File: config.mk
export PLATFORM = sky130hd
export DESIGN_NAME = dii_packet_buffer
export DESIGN_NICKNAME = d
export VERILOG_FILES = /design/src/rtl/dii_package.sv /design/src/rtl/dii_packet_buffer.sv
export SDC_FILE = /design/constraint.sdc
export NUM_CORES = 1
export LEC_CHECK = 0
export CAP_MARGIN = 20
export CORE_ASPECT_RATIO = 1.25
export CORE_MARGIN = 1.5
export CORE_UTILIZATION = 60
export DETAILED_ROUTE_END_ITERATION = 16
export GPL_TIMING_DRIVEN = 0
export PLACE_DENSITY = 0.76
export SYNTH_ARGS = -nofsm -noshare
export SYNTH_HDL_FRONTEND = slang
export SYNTH_SLANG_ARGS = --single-unit
File: constraint.sdc
create_clock -name clk -period 4.72 [get_ports clk]
set_input_delay 0.944 -clock clk [delete_from_list [all_inputs] [get_ports clk]]
set_output_delay 0.944 -clock clk [all_outputs]
set_load 0.02 [all_outputs]
File: src/rtl/dii_package.sv
// dii_package: shared DII ring flit type and data width.
package dii_package;
    localparam int DII_DATA_W = 16;
    typedef struct packed {
        logic                  valid;
        logic                  last;
        logic [DII_DATA_W-1:0] data;
    } dii_flit;
endpackage

File: src/rtl/dii_packet_buffer.sv
// dii_packet_buffer: packet-aware DII flit FIFO that forwards only complete
// packets downstream, with an escape path for packets larger than the buffer.
module dii_packet_buffer
    import dii_package::*;
#(
    parameter int DEPTH      = 16,
    parameter int FULLPACKET = 1
) (
    input  logic                     clk,
    input  logic                     rstn,
    input  dii_flit                  flit_in,
    output logic                     flit_in_ready,
    output dii_flit                  flit_out,
    input  logic                     flit_out_ready,
    output logic [$clog2(DEPTH):0]   pkt_count
);
    localparam int AW = $clog2(DEPTH);
    localparam int PW = AW + 1;

    logic [PW-1:0]         wr_ptr_q, wr_ptr_d, rd_ptr_q, rd_ptr_d;
    logic [PW-1:0]         pkt_count_q, pkt_count_d;
    logic                  escape_q, escape_d;
    logic                  esc_last_q, esc_last_d;
    logic                  init_q, init_d;
    logic [DII_DATA_W:0]   mem_q [DEPTH];
    logic [DII_DATA_W:0]   head;
    logic                  empty, full, out_valid, push, pop, cnt_inc, cnt_dec;

    always_comb begin
        empty         = wr_ptr_q == rd_ptr_q;
        full          = (wr_ptr_q[AW] != rd_ptr_q[AW]) && (wr_ptr_q[AW-1:0] == rd_ptr_q[AW-1:0]);
        init_d        = 1'b1;
        flit_in_ready = init_q & ~full;
        head          = mem_q[rd_ptr_q[AW-1:0]];
        out_valid     = (FULLPACKET != 0) ? (!empty && (pkt_count_q != '0 || escape_q)) : !empty;
        flit_out      = {out_valid, head};
        push          = flit_in.valid & flit_in_ready;
        pop           = out_valid & flit_out_ready;
        // The oversize packet being escaped was never counted complete, so its
        // last flit neither increments on push nor decrements on pop.
        cnt_inc       = push & flit_in.last & ~(escape_q & ~esc_last_q);
        cnt_dec       = pop & head[DII_DATA_W] & ~escape_q;
        pkt_count_d   = pkt_count_q + PW'(cnt_inc) - PW'(cnt_dec);
        wr_ptr_d      = wr_ptr_q + PW'(push);
        rd_ptr_d      = rd_ptr_q + PW'(pop);
        escape_d      = (FULLPACKET != 0) &&
                        (escape_q ? !(pop && head[DII_DATA_W]) : (full && pkt_count_q == '0));
        esc_last_d    = escape_q & escape_d & (esc_last_q | (push & flit_in.last));
        pkt_count     = pkt_count_q;
    end

    always_ff @(posedge clk or negedge rstn) begin
        if (!rstn) begin
            wr_ptr_q    <= '0;
            rd_ptr_q    <= '0;
            pkt_count_q <= '0;
            escape_q    <= 1'b0;
            esc_last_q  <= 1'b0;
            init_q      <= 1'b0;
        end else begin
            wr_ptr_q    <= wr_ptr_d;
            rd_ptr_q    <= rd_ptr_d;
            pkt_count_q <= pkt_count_d;
            escape_q    <= escape_d;
            esc_last_q  <= esc_last_d;
            init_q      <= init_d;
        end
    end

    always_ff @(posedge clk) begin
        if (push) mem_q[wr_ptr_q[AW-1:0]] <= {flit_in.last, flit_in.data};
    end
endmodule

==> results <==
[worst min-delay path, cell delays in order (launching register included)]
cell and delay (ns):
dfrtp_1 0.34, a21oi_1 0.04, nor2_1 0.07
[Yosys cell counts, drive strengths merged]
master	instances	area (sq um)
clkbuf	8	30.0
dfrtp	18	450
nor2	5	18.8
a21oi	20	104
nor3b	2	15.0
mux4	65	1460
buf	23	139
a221oi	1	15.0
o21a	1	7.51
inv	10	37.5
nand3	5	25.0
and4	1	8.76
edfxtp	272	8170
nor2b	18	113
nand2b	5	31.3
o211ai	1	7.51
mux2i	25	250
nand2	6	22.5
a21o	1	7.51
ha	10	125
a211oi	16	120
and3	5	36.3
xor2	4	35.0
xnor2	11	96.3
nand4	1	6.26
o22ai	1	6.26
conb	1	3.75
fa	1	20.0
nor4	3	18.8
o21ai	1	5.00
nor3	12	60.1
and2	2	12.5
[worst max-delay path by stage]
stage	startpoint	end
floorplan	flit_in[17]	mem_q[0][0]$_DFFE_PP_
global placement	flit_in[17]	mem_q[8][12]$_DFFE_PP_
detailed placement	rd_ptr_q[1]$_DFF_PN0_	flit_out[6]
CTS	rd_ptr_q[1]$_DFF_PN0_	flit_out[6]
global route	rd_ptr_q[1]$_DFF_PN0_	flit_out[6]
finish	rd_ptr_q[1]$_DFF_PN0_	flit_out[6]
[power by group through the flow]
stage	Sequential (mW)	Clock (mW)	Combinational, mW
after floorplan	3.17	0	1.87
after global placement	3.16	0	2.81
after detailed placement	3.17	0	2.95
after CTS	3.12	2.28	2.99
after global routing	3.13	2.39	3.15
final	3.11	2.26	2.97
[state kept, by name (all words and copies together), names as in the netlist]
signal	count
mem_q	272
esc_last_q	1
init_q	1
wr_ptr_q	5
pkt_count	5
escape_q	1
rd_ptr_q	5
[cell families (layout without fill, tap and decap cells)]
group	Yosys count	in the layout	synth area share
flip-flops	290	290	0.752
multiplexers	90	90	0.150
AND/OR/NAND/NOR	65	65	0.0321
AO/OA/AOI/OAI	42	42	0.0238
buffers and inverters	41	159	0.0180
XOR/XNOR	15	15	0.0115
adder cells (fa/ha/maj)	11	11	0.0127
other	1	1	0.000327
[area by class of cell]
| type | instances | area share |
|---|---|---|
| well taps | 232 | 0.0215 |
| plain buffers | 31 | 0.0125 |
| clock inverters | 17 | 0.0171 |
| inverters | 10 | 0.00278 |
| multi-input cells | 224 | 0.200 |
| repair buffers | 70 | 0.0579 |
| flip-flops and latches | 290 | 0.638 |
| clock buffers | 31 | 0.0511 |
[layer usage]
layer / track usage / part of all wire / up-vias
li1: - / - / 2464
met1: 0.343 / 0.36 / 3008
met2: 0.460 / 0.51 / 349
met3: 0.0408 / 0.088 / 68
met4: 0.114 / 0.039 / 0
met5: 0 / 0 / -
==> summary.md <==
| Metric | Value |
|---|---|
| Post-CTS Setup Bufs | `0` |
| Worst path max stage delay | `0.68 ns` |
| 1st-pass router iterations | `5` |
| Worst hold start | `esc_last_q$_DFF_PN0_` |
| Seq. cell area | `8620 sq um` |
| Seq/Total Area, Yosys | `0.752` |
| Clock latency at the later pin of the worst-skew pair | `0.53 ns` |
| WHS | `0.487 ns` |
| Buffers and inverters on the worst path | `5` |
| Critical R2R Launch | `rd_ptr_q[0]$_DFF_PN0_` |
| Power share of the combinational group | `0.356` |
| Worst Path Max Fanout | `10` |
| DR vias/cell | `6.51` |
| Final Skew | `0.0123 ns` |
| #FFs+latches synth | `290` |
| Period utilization | `0.927` |
| Commonest non-fill, non-tap cell in the layout | `edfxtp_1` |
| First-pass GRT wire length | `37.5 mm` |
| Mapped Area | `11500 sq um` |
| Clock Sink Count | `290` |
| Required @ worst endpoint | `3.78 ns` |
| Leak | `4.49 nW` |
| IO buf count | `44` |
| Sequential fraction of design power | `0.373` |
| CTS tree | `built` |
| Min-Delay Endpoint | `esc_last_q$_DFF_PN0_` |
| Critical Path Start Type | `flip-flop` |
| Cell count after placement | `854` |
| Fraction of layout cells with a size suffix above 1 | `0.244` |
| Chip width | `127 um` |
| Syn nets | `587` |
| N_diodes | `0` |
| Slew @ Worst Pin | `0.979 ns` |
| Net switching power | `2.64 mW` |
| Hold crit path type | `flip-flop to flip-flop` |
| Placed instance area | `12500 sq um` |
| Worst Hold Depth | `2` |
| Residual DRC | `0` |
| Largest net degree at the start of global routing | `19` |
| I/O pin total | `45` |
| Grt total ovfl | `0` |
| Setup WS post-layout | `0.346 ns` |
| Die ar. | `19900 sq um` |
| Layout fillers | `1045` |
| Cells after synthesis | `555` |
| Yosys warns | `0` |
| Setup TNS | `0 ns` |
| Gp weighted congestion | `0.775` |
| Layout area overhead | `17.9%` |
| Initial antenna violation count | `1` |
| Post-Layout Inst Area | `13500 sq um` |
| Worst path depth | `7` |
| DRT Wirelength | `25.5 mm` |
| Crit end category | `primary output` |
| HPWL after DPL | `16.9 mm` |
| Antenna Nets Post-Route | `0` |
| Max Clk Rate | `0.229 GHz` |
| Rel. slew slack | `0.347` |
| Starting density of the core | `0.613` |
| CTS H-tree depth | `1` |
| Syn avg cell area | `20.6 sq um` |
| Pwr dens | `617 nW/um^2` |
| Final setup vio count | `0` |
| CTS Buf Count | `27` |
| Core Area | `18700 sq um` |
| FF-to-FF End | `pkt_count[4]$_DFF_PN0_` |
| Clock Pin Slew Worst Setup and Hold Paths | `0.06 ns` |
| Final core utilization | `0.723` |
| Maxcap violations | `0` |
| Post_cts resized | `0` |
| Worst EP arrival | `3.43 ns` |
| Initial detailed-routing violation count | `689` |
| Hold Buf Count CTS | `0` |
| Clk buf depth | `3` |
| Row count | `56` |
| Post-Layout Cell Count | `905` |
| FF-to-FF path depth | `17` |
| Final hold violation count | `0` |
| Max VDD drop | `0.391 mV` |
| Pwr Total | `8.34 mW` |
| Worst path slowest cell | `clkdlybuf4s50_1` |
| Post-synth cell types | `37` |
| CP Class | `flip-flop to primary output` |
| Fin. max-slew vios | `0` |
| Crit path cell chain | `buf_6 -> buf_2 -> buf_2 -> clkbuf_1 -> a211oi_1 -> a21oi_1 -> clkdlybuf4s50_1` |
| Most frequent cells in the layout | `272 x edfxtp_1, 65 x mux4_2, 44 x clkdlybuf4s50_1` |
| Vias in the first global route | `6040` |
| Fraction of power spent switching nets | `0.316` |
| Total Routing Usage GR | `0.267` |
| Power share of the clock group | `0.271` |
| Area of the multi-input gates | `2700 sq um` |
| Int Pwr | `5.71 mW` |
| Fin crit period | `4.37 ns` |
| Chip height | `158 um` |
| Layout Nets | `686` |
| Outcome | `completed` |
| Post-place setup slack | `0.909 ns` |
| Root Driver | `clkbuf_16` |
| Top delay family on crit path | `buffers and inverters` |
| R2r setup slk | `1.29 ns` |
| RSZ-0062 raised after global routing | `no` |
| Vias | `5889` |
| Critical path's most frequent cell | `buf_2` |
| WL/cell | `28.1 um` |
Power figures use the tool's default switching activity.
